File: config.mk
export PLATFORM = sky130hd
export DESIGN_NAME = pc_fetch_unit_flat
export DESIGN_NICKNAME = d
export VERILOG_FILES = /design/src/rtl/pc_fetch_unit_if.sv /design/src/rtl/pc_fetch_unit.sv /design/src/flat_wrapper.sv
export SDC_FILE = /design/constraint.sdc
export NUM_CORES = 1
export LEC_CHECK = 0
export ABC_AREA = 0
export CORE_MARGIN = 3
export CORE_UTILIZATION = 25
export DETAILED_ROUTE_END_ITERATION = 8
export GPL_TIMING_DRIVEN = 1
export SYNTH_ARGS = -nofsm -noshare
export SYNTH_HDL_FRONTEND = slang
export SYNTH_SLANG_ARGS = --single-unit
export TNS_END_PERCENT = 30
File: constraint.sdc
create_clock -name clk -period 3.26 [get_ports clk]
set_clock_uncertainty 0.05 [all_clocks]
set_input_delay 0.326 -clock clk [delete_from_list [all_inputs] [get_ports clk]]
set_output_delay 0.326 -clock clk [all_outputs]
set_load 0.01 [all_outputs]
File: src/rtl/pc_fetch_unit_if.sv
`default_nettype none
// ============================================================================
// Module   : pc_fetch_unit_if
// Purpose  : Program-memory fetch bus between the PC/fetch stage and the
//            instruction memory. A request is held until the memory
//            acknowledges it; read data is valid only in the ack cycle.
// Signals  :
//   mem_req    fetch request (master -> slave)
//   mem_addr   fetch address, held stable while mem_req=1 (master -> slave)
//   mem_ack    read data valid this cycle (slave -> master)
//   mem_rdata  instruction word (slave -> master)
// Modports : master (fetch unit), slave (program memory)
// Revision : 1.0 - initial release
// ============================================================================
interface pc_fetch_unit_if #(
  parameter int PC_WIDTH          = 8,
  parameter int PROGRAM_DataWidth = 16
);

  logic                         mem_req;
  logic [PC_WIDTH-1:0]          mem_addr;
  logic                         mem_ack;
  logic [PROGRAM_DataWidth-1:0] mem_rdata;

  modport master (
    output mem_req,
    output mem_addr,
    input  mem_ack,
    input  mem_rdata
  );

  modport slave (
    input  mem_req,
    input  mem_addr,
    output mem_ack,
    output mem_rdata
  );

endinterface : pc_fetch_unit_if
`default_nettype wire

File: src/rtl/pc_fetch_unit.sv
`default_nettype none
// ============================================================================
// Module   : pc_fetch_unit
// Purpose  : Program counter and instruction fetch stage feeding the
//            instruction decoder. Fetches one word per instruction over a
//            req/ack bus, holds it in the instruction register, pulses
//            instr_valid for the single execute cycle and then advances the
//            PC by increment, absolute jump or PC-relative branch.
// Ports    :
//   clk          system clock, rising edge
//   rst_n        asynchronous active-low reset
//   mem          program-memory fetch bus (master side)
//   instruction  instruction register, to decoder
//   instr_valid  high for the execute cycle of the current instruction
//   cnt_wr_en    decoder: load PC instead of incrementing
//   add_offset   decoder: load is relative (pc + sext(literal_adr))
//   literal_adr  decoder: absolute target or signed 8-bit offset
//   halt         stop fetching after the current instruction
//   halted       unit is parked in HALT
//   pc           current program counter
// Revision : 1.0 - initial release
// ============================================================================
module pc_fetch_unit #(
  parameter int                  PC_WIDTH          = 8,
  parameter int                  PROGRAM_DataWidth = 16,
  parameter logic [PC_WIDTH-1:0] ResetVector       = '0
) (
  input  wire logic                         clk,
  input  wire logic                         rst_n,
  pc_fetch_unit_if.master                   mem,
  output logic [PROGRAM_DataWidth-1:0]      instruction,
  output logic                              instr_valid,
  input  wire logic                         cnt_wr_en,
  input  wire logic                         add_offset,
  input  wire logic [7:0]                   literal_adr,
  input  wire logic                         halt,
  output logic                              halted,
  output logic [PC_WIDTH-1:0]               pc
);

  localparam logic [1:0] c_st_fetch = 2'd0;
  localparam logic [1:0] c_st_exec  = 2'd1;
  localparam logic [1:0] c_st_halt  = 2'd2;

  localparam logic [PC_WIDTH-1:0] c_pc_one = {{(PC_WIDTH-1){1'b0}}, 1'b1};

  logic [1:0]                   r_state;
  logic [1:0]                   w_state_next;
  logic [PC_WIDTH-1:0]          r_pc;
  logic [PC_WIDTH-1:0]          w_pc_next;
  logic [PC_WIDTH-1:0]          w_abs_target;
  logic [PC_WIDTH-1:0]          w_rel_offset;
  logic [PROGRAM_DataWidth-1:0] r_instr;
  logic                         r_req;
  logic                         r_valid;
  logic                         r_halted;
  logic                         w_accept;

  // The decoder literal is 8 bits; fit it to the PC width. Absolute targets
  // are zero-extended, relative offsets sign-extended. For narrow PCs plain
  // truncation is still correct modulo 2^PC_WIDTH.
  generate
    if (PC_WIDTH > 8) begin : g_wide_pc
      assign w_abs_target = {{(PC_WIDTH-8){1'b0}}, literal_adr};
      assign w_rel_offset = {{(PC_WIDTH-8){literal_adr[7]}}, literal_adr};
    end else begin : g_narrow_pc
      assign w_abs_target = literal_adr[PC_WIDTH-1:0];
      assign w_rel_offset = literal_adr[PC_WIDTH-1:0];
    end
  endgenerate

  // The request flag is registered and cleared by reset, so a word is only
  // accepted while the request is actually visible on the bus. This also
  // makes any ack outside FETCH harmless.
  assign w_accept = r_req & mem.mem_ack;

  always_comb begin
    w_state_next = r_state;
    case (r_state)
      c_st_fetch: if (w_accept) w_state_next = c_st_exec;
      c_st_exec:  w_state_next = halt ? c_st_halt : c_st_fetch;
      c_st_halt:  if (!halt) w_state_next = c_st_fetch;
      default:    w_state_next = c_st_fetch;
    endcase
  end

  // Relative branches are taken from the address of the branch itself,
  // which is still in r_pc during the execute cycle. Wrap is silent.
  always_comb begin
    w_pc_next = r_pc + c_pc_one;
    if (cnt_wr_en) begin
      if (add_offset) begin
        w_pc_next = r_pc + w_rel_offset;
      end else begin
        w_pc_next = w_abs_target;
      end
    end
  end

  // Status outputs are registered copies of the next state so they are
  // glitch-free and all read 0 while reset is held.
  always_ff @(posedge clk or negedge rst_n) begin
    if (!rst_n) begin
      r_state  <= c_st_fetch;
      r_pc     <= ResetVector;
      r_instr  <= '0;
      r_req    <= 1'b0;
      r_valid  <= 1'b0;
      r_halted <= 1'b0;
    end else begin
      r_state  <= w_state_next;
      r_req    <= (w_state_next == c_st_fetch);
      r_valid  <= (w_state_next == c_st_exec);
      r_halted <= (w_state_next == c_st_halt);
      if (w_accept) begin
        r_instr <= mem.mem_rdata;
      end
      // PC moves only at the end of the execute cycle, whether or not the
      // unit halts afterwards.
      if (r_valid) begin
        r_pc <= w_pc_next;
      end
    end
  end

  assign mem.mem_req  = r_req;
  assign mem.mem_addr = r_pc;
  assign instruction  = r_instr;
  assign instr_valid  = r_valid;
  assign halted       = r_halted;
  assign pc           = r_pc;

endmodule : pc_fetch_unit
`default_nettype wire

File: src/flat_wrapper.sv
// flat-port wrapper written by rule: the top's interface ports become plain ports
module pc_fetch_unit_flat 
#(
  parameter int                  PC_WIDTH          = 8,
  parameter int                  PROGRAM_DataWidth = 16,
  parameter logic [PC_WIDTH-1:0] ResetVector       = '0
)
  (clk, rst_n, instruction, instr_valid, cnt_wr_en, add_offset, literal_adr, halt, halted, pc, mem_mem_req, mem_mem_addr, mem_mem_ack, mem_mem_rdata);
  pc_fetch_unit_if #(.PC_WIDTH(PC_WIDTH), .PROGRAM_DataWidth(PROGRAM_DataWidth)) mem_i ();
  input  wire logic clk;
  input  wire logic rst_n;
  output logic [PROGRAM_DataWidth-1:0] instruction;
  output logic instr_valid;
  input  wire logic cnt_wr_en;
  input  wire logic add_offset;
  input  wire logic [7:0] literal_adr;
  input  wire logic halt;
  output logic halted;
  output logic [PC_WIDTH-1:0] pc;
  output wire logic [$bits(mem_i.mem_req)-1:0] mem_mem_req;
  output wire logic [$bits(mem_i.mem_addr)-1:0] mem_mem_addr;
  input wire logic [$bits(mem_i.mem_ack)-1:0] mem_mem_ack;
  input wire logic [$bits(mem_i.mem_rdata)-1:0] mem_mem_rdata;
  assign mem_mem_req = mem_i.mem_req;
  assign mem_mem_addr = mem_i.mem_addr;
  assign mem_i.mem_ack = mem_mem_ack;
  assign mem_i.mem_rdata = mem_mem_rdata;
  pc_fetch_unit #(.PC_WIDTH(PC_WIDTH), .PROGRAM_DataWidth(PROGRAM_DataWidth), .ResetVector(ResetVector)) u_core (.clk(clk), .rst_n(rst_n), .mem(mem_i), .instruction(instruction), .instr_valid(instr_valid), .cnt_wr_en(cnt_wr_en), .add_offset(add_offset), .literal_adr(literal_adr), .halt(halt), .halted(halted), .pc(pc));
endmodule
==> results.py <==
metrics = {
    "pwr": {
        "pwr-share-clk_pct": 18.3,
        "power.total_mw": 2.15,
        "power_frac_comb_pct": 49.8,
        "power.density_mw_per_mm2": 873,
        "switchingPower_uw": 770,
        "power_frac_seq_pct": 31.9,
        "ir_worst_vdd_mv": 0.397,
        "internal-power_mw": 1.38,
        "p_leak_nw": 1.04,
        "p_sw_share_pct": 35.8,
    },
    "worst_setup_path": {
        "arrival_ns": 2.22,
        "path_depth": 9,
        "path_buf_inv": 2,
        "crit_path_start": "literal_adr[0]",
        "slowest_delay_ns": 0.47,
        "worstPathRequired_ns": 3.42,
        "cp_max_fo": 2,
        "critPathCaptureType": "flop",
        "crit_slowest_cell": "clkdlybuf4s50_1",
        "worstSetupStartpointType": "input port",
        "r2r-start": "u_core.mem.mem_addr[0]",
        "path_cells": "clkdlybuf4s50_1, ha_1, inv_1, fa_1, nor2b_1, o31a_1, o21ai_1, a211o_1, nand3_1",
        "path_delay_family": "adder cells",
        "worstSetupPathType": "input port to flop",
        "reg2regPathDepth": 8,
    },
    "sta": {
        "fmax_ghz": 0.486,
        "rsz0062_at_grt": "no",
        "slew_viol_final": 0,
        "finalSetupTns_ns": 0,
        "tightest_slew_ns": 0.757,
        "fin_crit_ns": 2.06,
        "slew_headroom_pct": 49.4,
        "setup-violations-final": 0,
        "finalCritPeriodShare_pct": 63.1,
        "setup_slack_ns": 1.20,
        "hold_violations": 0,
    },
    "drt": {
        "viasPerCell": 4.82,
        "postRouteAntennaNets": 0,
        "drtIter0Drc": 76,
        "via_count": 1421,
        "wirelength_um": 3940,
        "drt_first_pass_iters": 4,
        "wl_per_cell_um": 13.4,
        "drc": 0,
    },
    "logic_synthesis": {
        "yosysSeqAreaShare_pct": 42.7,
        "yosysTopAreaCell": "dfrtp_1",
        "synthArstFlopShare_pct": 100,
        "synth_edf_count": 0,
        "synth_most_common_cell": "dfrtp_1",
        "synthTopCellsByArea": "dfrtp_1, mux2_1, ha_1",
        "synth_cells": 159,
        "ys_seq_elements": 29,
        "yosysUniqueCellTypes": 43,
        "synthFlopType": "dfrtp_1",
        "ys_top_cells_by_count": "dfrtp_1, mux2_1, a21oi_1",
        "syn_area_per_cell_um2": 10.7,
        "yosys_warnings": 0,
        "syn-num-nets": 198,
        "yosysTopAreaCellShare_pct": 42.7,
        "syn_area_mm2": 0.00170,
    },
    "floorplan": {
        "dieArea_mm2": 0.00782,
        "fp.dieW_um": 88.4,
        "start_util_pct": 26.3,
        "num_rows": 29,
        "num_io_pins": 65,
        "core_area_mm2": 0.00646,
        "die_h_um": 88.4,
    },
    "global_routing": {
        "grt_max_degree": 30,
        "grt_pass1_vias": 1420,
        "grt_use_total_pct": 10.7,
        "antenna_found_initial": 0,
        "grt.overflow.total": 0,
        "grt_pass1_wl_um": 6620,
    },
    "cells_and_area": {
        "layout.nets": 256,
        "area_growth_syn_to_layout_pct": 44.9,
        "final_cell_area_mm2": 0.00246,
        "diodes": 0,
        "layout-drive-gt1-share_pct": 5.50,
    },
    "clock_tree": {
        "cts_resized": 0,
        "root_buffer": "clkbuf_8",
        "clockBufferDepth": 2,
        "cts_tree": "yes",
        "cts_setup_buffers": 0,
        "cts.clk_slew.worst_paths_ns": 0.07,
        "numCtsBuffers": 5,
        "cts.htree.levels": 2,
        "ctsHoldBuffers": 0,
        "clock_sinks": 29,
        "insertion_delay_ns": 0.27,
    },
    "placement": {
        "hpwl_um": 2930,
        "place_ws_ns": 0.919,
        "portBuffers": 64,
        "routabilityCongestion": 0.825,
        "placed_area_mm2": 0.00234,
    },
    "outcome": {
        "status": "completed",
    },
    "worst_hold_path": {
        "hp-class": "input port to async pin",
    },
    "job": {
        "drv_cap": 0,
    },
}
-- area by class of cell --
| type | instances | area (µm²) |
|---|---|---|
| clock buffers | 6 | 82.6 |
| multi-input cells | 108 | 840 |
| fillers | 667 | 4000 |
| well taps | 77 | 96.3 |
| repair buffers | 65 | 648 |
| clock inverters | 2 | 37.5 |
| inverters | 8 | 30.0 |
| flip-flops and latches | 29 | 726 |
-- cell families after synthesis --
family	Yosys count	share of synthesized area, %
XOR/XNOR	5	2.58
adder cells (fa/ha/maj)	9	7.07
flip-flops	29	42.7
buffers and inverters	22	7.81
multiplexers	22	14.2
AO/OA/AOI/OAI	35	14.1
AND/OR/NAND/NOR	37	11.5
-- flip-flops by register name (all words and copies together) (netlist names) --
name,flops
u_core.instruction,16
u_core.mem.mem_addr,8
u_core.halted,1
u_core.r_state,2
u_core.instr_valid,1
u_core.mem.mem_req,1
-- through the flow --
stage	utilization (%)	std cells	hold slack, ns
2_1_floorplan	-	159	-0.0196
3_3_place_gp	36.2	287	0.412
3_5_place_dp	36.2	287	0.419
4_1_cts	38.1	295	0.396
5_1_grt	38.1	295	0.410
6_report	38.1	295	0.393
-- cell usage in the layout, fill, tap and decap left out, drive strengths merged, types with 2 or more instances in the layout --
cell type | netlist | routed
clkbuf | 0 | 6
mux2 | 17 | 17
clkdlybuf4s50 | 0 | 64
a21oi | 9 | 9
nand3 | 7 | 7
mux2i | 5 | 5
nor3 | 4 | 4
o21ai | 5 | 5
a211o | 2 | 2
xor2 | 4 | 4
o21a | 4 | 4
a22oi | 2 | 2
a211oi | 2 | 2
nand2 | 8 | 8
ha | 8 | 8
o2111ai | 2 | 2
and2 | 2 | 2
nor2 | 8 | 8
inv | 8 | 8
dfrtp | 29 | 29
-- power by group through the flow --
stage | registers (mW) | clock network, mW | logic, mW
after floorplan | 0.719 | 0 | 0.573
after global routing | 0.717 | 0.423 | 1.19
final | 0.685 | 0.393 | 1.07
after global placement | 0.690 | 0 | 1.08
after CTS | 0.691 | 0.409 | 1.09
after detailed placement | 0.696 | 0 | 1.08
-- per-layer routing --
metal  wire, µm  part of all wire, %  vias to the layer above  GRT usage (%)
li1           -                    -                      689              -
met1       1850                   47                      680           14.2
met2       1780                   45                       52           16.9
met3        311                  7.9                        0           3.72
met4          0                    0                        0           2.06
met5          0                    0                        -              0
-- worst paths after layout --
path,to,slack [ns]
setup / recovery,u_core.mem.mem_addr[6],1.20
min in group clk,u_core.instr_valid,0.43
max in group asynchronous,u_core.instruction[4],2.49
hold / removal,u_core.mem.mem_addr[3],0.39
hold reg to reg,u_core.instr_valid,0.43
setup reg to reg,u_core.mem.mem_addr[6],1.22
(Power assumes the default switching activity.)
==> RTL edit: new RTL, same settings <==
Register the input `add_offset` before use, with the module's reset. The logic sees it one clock later. The other inputs are not delayed to match.
--- a/src/rtl/pc_fetch_unit.sv
+++ b/src/rtl/pc_fetch_unit.sv
@@ -45,4 +45,14 @@
   localparam logic [PC_WIDTH-1:0] c_pc_one = {{(PC_WIDTH-1){1'b0}}, 1'b1};
 
+  logic add_offset_q;
+
+  always_ff @(posedge clk or negedge rst_n) begin
+    if (!rst_n) begin
+      add_offset_q <= '0;
+    end else begin
+      add_offset_q <= add_offset;
+    end
+  end
+
   logic [1:0]                   r_state;
   logic [1:0]                   w_state_next;
@@ -90,5 +100,5 @@
     w_pc_next = r_pc + c_pc_one;
     if (cnt_wr_en) begin
-      if (add_offset) begin
+      if (add_offset_q) begin
         w_pc_next = r_pc + w_rel_offset;
       end else begin
Formal check against the unedited RTL: not equivalent (Yosys sat finds a counterexample within 10 cycles, from zero or initial values and one cycle with rst_n low).
==> RTL edit against the original RTL <==
  * Via count about the same
  * Design area about the same
  * Worst hold slack got worse by 3.2 ps
  * Fmax decreased by 0.19%
  * Sequential cell count is 1 higher
  * Synthesized area up 2.0%
  * Non-clock buffer count did not move
  * Setup slack worse by 4.0 ps
  * Utilization shrank 0.40 points
  * Power is 3.2% lower
  * Wire length grew 4.1%
  * Global-route usage rose by 0.45 points
  * Clock power shrank 19%
  * Critical endpoint unchanged
  * Largest cell class unchanged
==> RTL edit: results (changes against the original RTL) <==
* Largest net degree at the start of global routing at 31 (was 30)
* Number of port buffers at 64 (unchanged)
* Vias in the first global route at 1510 (was 1420)
* H-tree depth at 2 (unchanged)
* First-pass GRT wire length at 6870 µm (was 6620 µm)
* Clock Tree Buf Depth at 2 (unchanged)
* Pleak at 1.02 nW (was 1.04 nW)
* Cell at the slowest stage of the critical path: clkdlybuf4s50_1 (unchanged)
* Sequential area share after synthesis at 43.4% (was 42.7%)
* Library cells used by synthesis at 42 (was 43)
* TritonCTS buffer count at 5 (unchanged)
* Critical Path Fanout Max at 3 (was 2)
* Max FFs per register at 16 (unchanged)
* Syn Nets at 201 (was 198)
* Crit path largest cell delay at around 480 ps
* Worst VDD drop at 0.384 mV (was 0.397 mV)
* Root Buffer: clkbuf_8 (unchanged)
* All-Layer GR Usage at 11.1% (was 10.7%)
* DRT iter0 DRCs at 46 (was 76)
* Worst slew pin tran at 747 ps (was 757 ps)
* Most frequent cells after synthesis: dfrtp_1 (30), mux2_1 (16), a21oi_1 (9), buf_4 (9), inv_1 (9) (was dfrtp_1 (29), mux2_1 (16), a21oi_1 (9))
* Layout cells sized above 1 at 5.43% (was 5.50%)
* Fillers at 658 (was 667)
* Worst R2R Start: u_core.mem.mem_addr[0] (unchanged)
* Top post-synthesis cells by area: dfrtp_1 (43%), mux2_1 (10%), ha_1 (5.8%), buf_4 (3.9%), a21oi_1 (2.6%) (was dfrtp_1 (43%), mux2_1 (11%), ha_1 (5.9%), buf_4 (3.5%), mux2i_1 (2.9%))
* Status: finished clean (unchanged)
* Wire per inst at 13.8 µm (was 13.4 µm)
* DP HPWL at 2920 µm (was 2930 µm)
* RD Place Congestion at 0.815 (was 0.825)
* Antenna diodes at 0 (unchanged)
* Routed via count at 1422 (was 1421)
* Layout Nets at 259 (was 256)
* Post-cts resize count at 0 (unchanged)
RTL edit: per-layer routing:
metal	track usage (%)	part of all wire [%]
met1	13.7	45
met4	3.52	0.78
met3	3.96	7.5
met5	0	0
met2	18.2	47
RTL edit: cell families after synthesis:
family                     count (synthesis)  synth area share [%]
muxes                                     21                  13.4
adders and majority gates                  9                  6.94
and+or+nand+nor                           34                  10.6
AOI/OAI and AO/OA                         41                  15.4
xor gates and xnor gates                   4                  2.02
DFF                                       30                  43.4
buffers and inverters                     23                  8.31
RTL edit: layout make-up:
type,instances,area share (%)
clock buffer,6,3.36
clock inverter,2,0.508
inverter,9,1.37
multi-input combinational,109,34.0
sequential,30,30.5
tap,77,3.91
timing repair buffer,65,26.3
RTL edit: critical path: cells and delay by family:
| family | cells | cell delay [ps] |
|---|---|---|
| AND/OR/NAND/NOR | 2 | 290 |
| adder cells (fa/ha/maj) | 2 | 540 |
| AO/OA/AOI/OAI | 3 | 560 |
| buffers and inverters | 2 | 540 |
RTL edit: stage by stage:
step / hold WS (ps) / instance area [µm²] / worst slack, ps / std cells / utilization [%]
floorplan: -19.6 / 1730 / 1340 / 162 / -
global placement: 410 / 2370 / 957 / 290 / 36.2
detailed placement: 418 / 2370 / 922 / 290 / 36.2
CTS: 399 / 2460 / 1160 / 298 / 37.7
global route: 421 / 2460 / 1010 / 298 / 37.7
finish: 389 / 2460 / 1200 / 298 / 37.7
RTL edit: power breakdown:
group | switching, mW | internal, mW | total (mW) | leakage, nW
combinational | 0.449 | 0.608 | 1.06 | 0.621
clock | 0.150 | 0.170 | 0.319 | 0.0472
sequential | 0.172 | 0.530 | 0.703 | 0.356
total | 0.771 | 1.31 | 2.08 | 1.02
RTL edit: how the worst max path moves through the flow:
stage	slack, ps	cells after the start	endpoint	start
after CTS	1160	1	instr_valid	u_core.instr_valid
after global routing	1010	8	u_core.mem.mem_addr[6]	u_core.mem.mem_addr[0]
after floorplan	1340	8	u_core.mem.mem_addr[6]	u_core.mem.mem_addr[0]
final	1200	9	u_core.mem.mem_addr[6]	literal_adr[0]
after detailed placement	920	9	u_core.mem.mem_addr[6]	literal_adr[0]
after global placement	960	9	u_core.mem.mem_addr[6]	literal_adr[0]
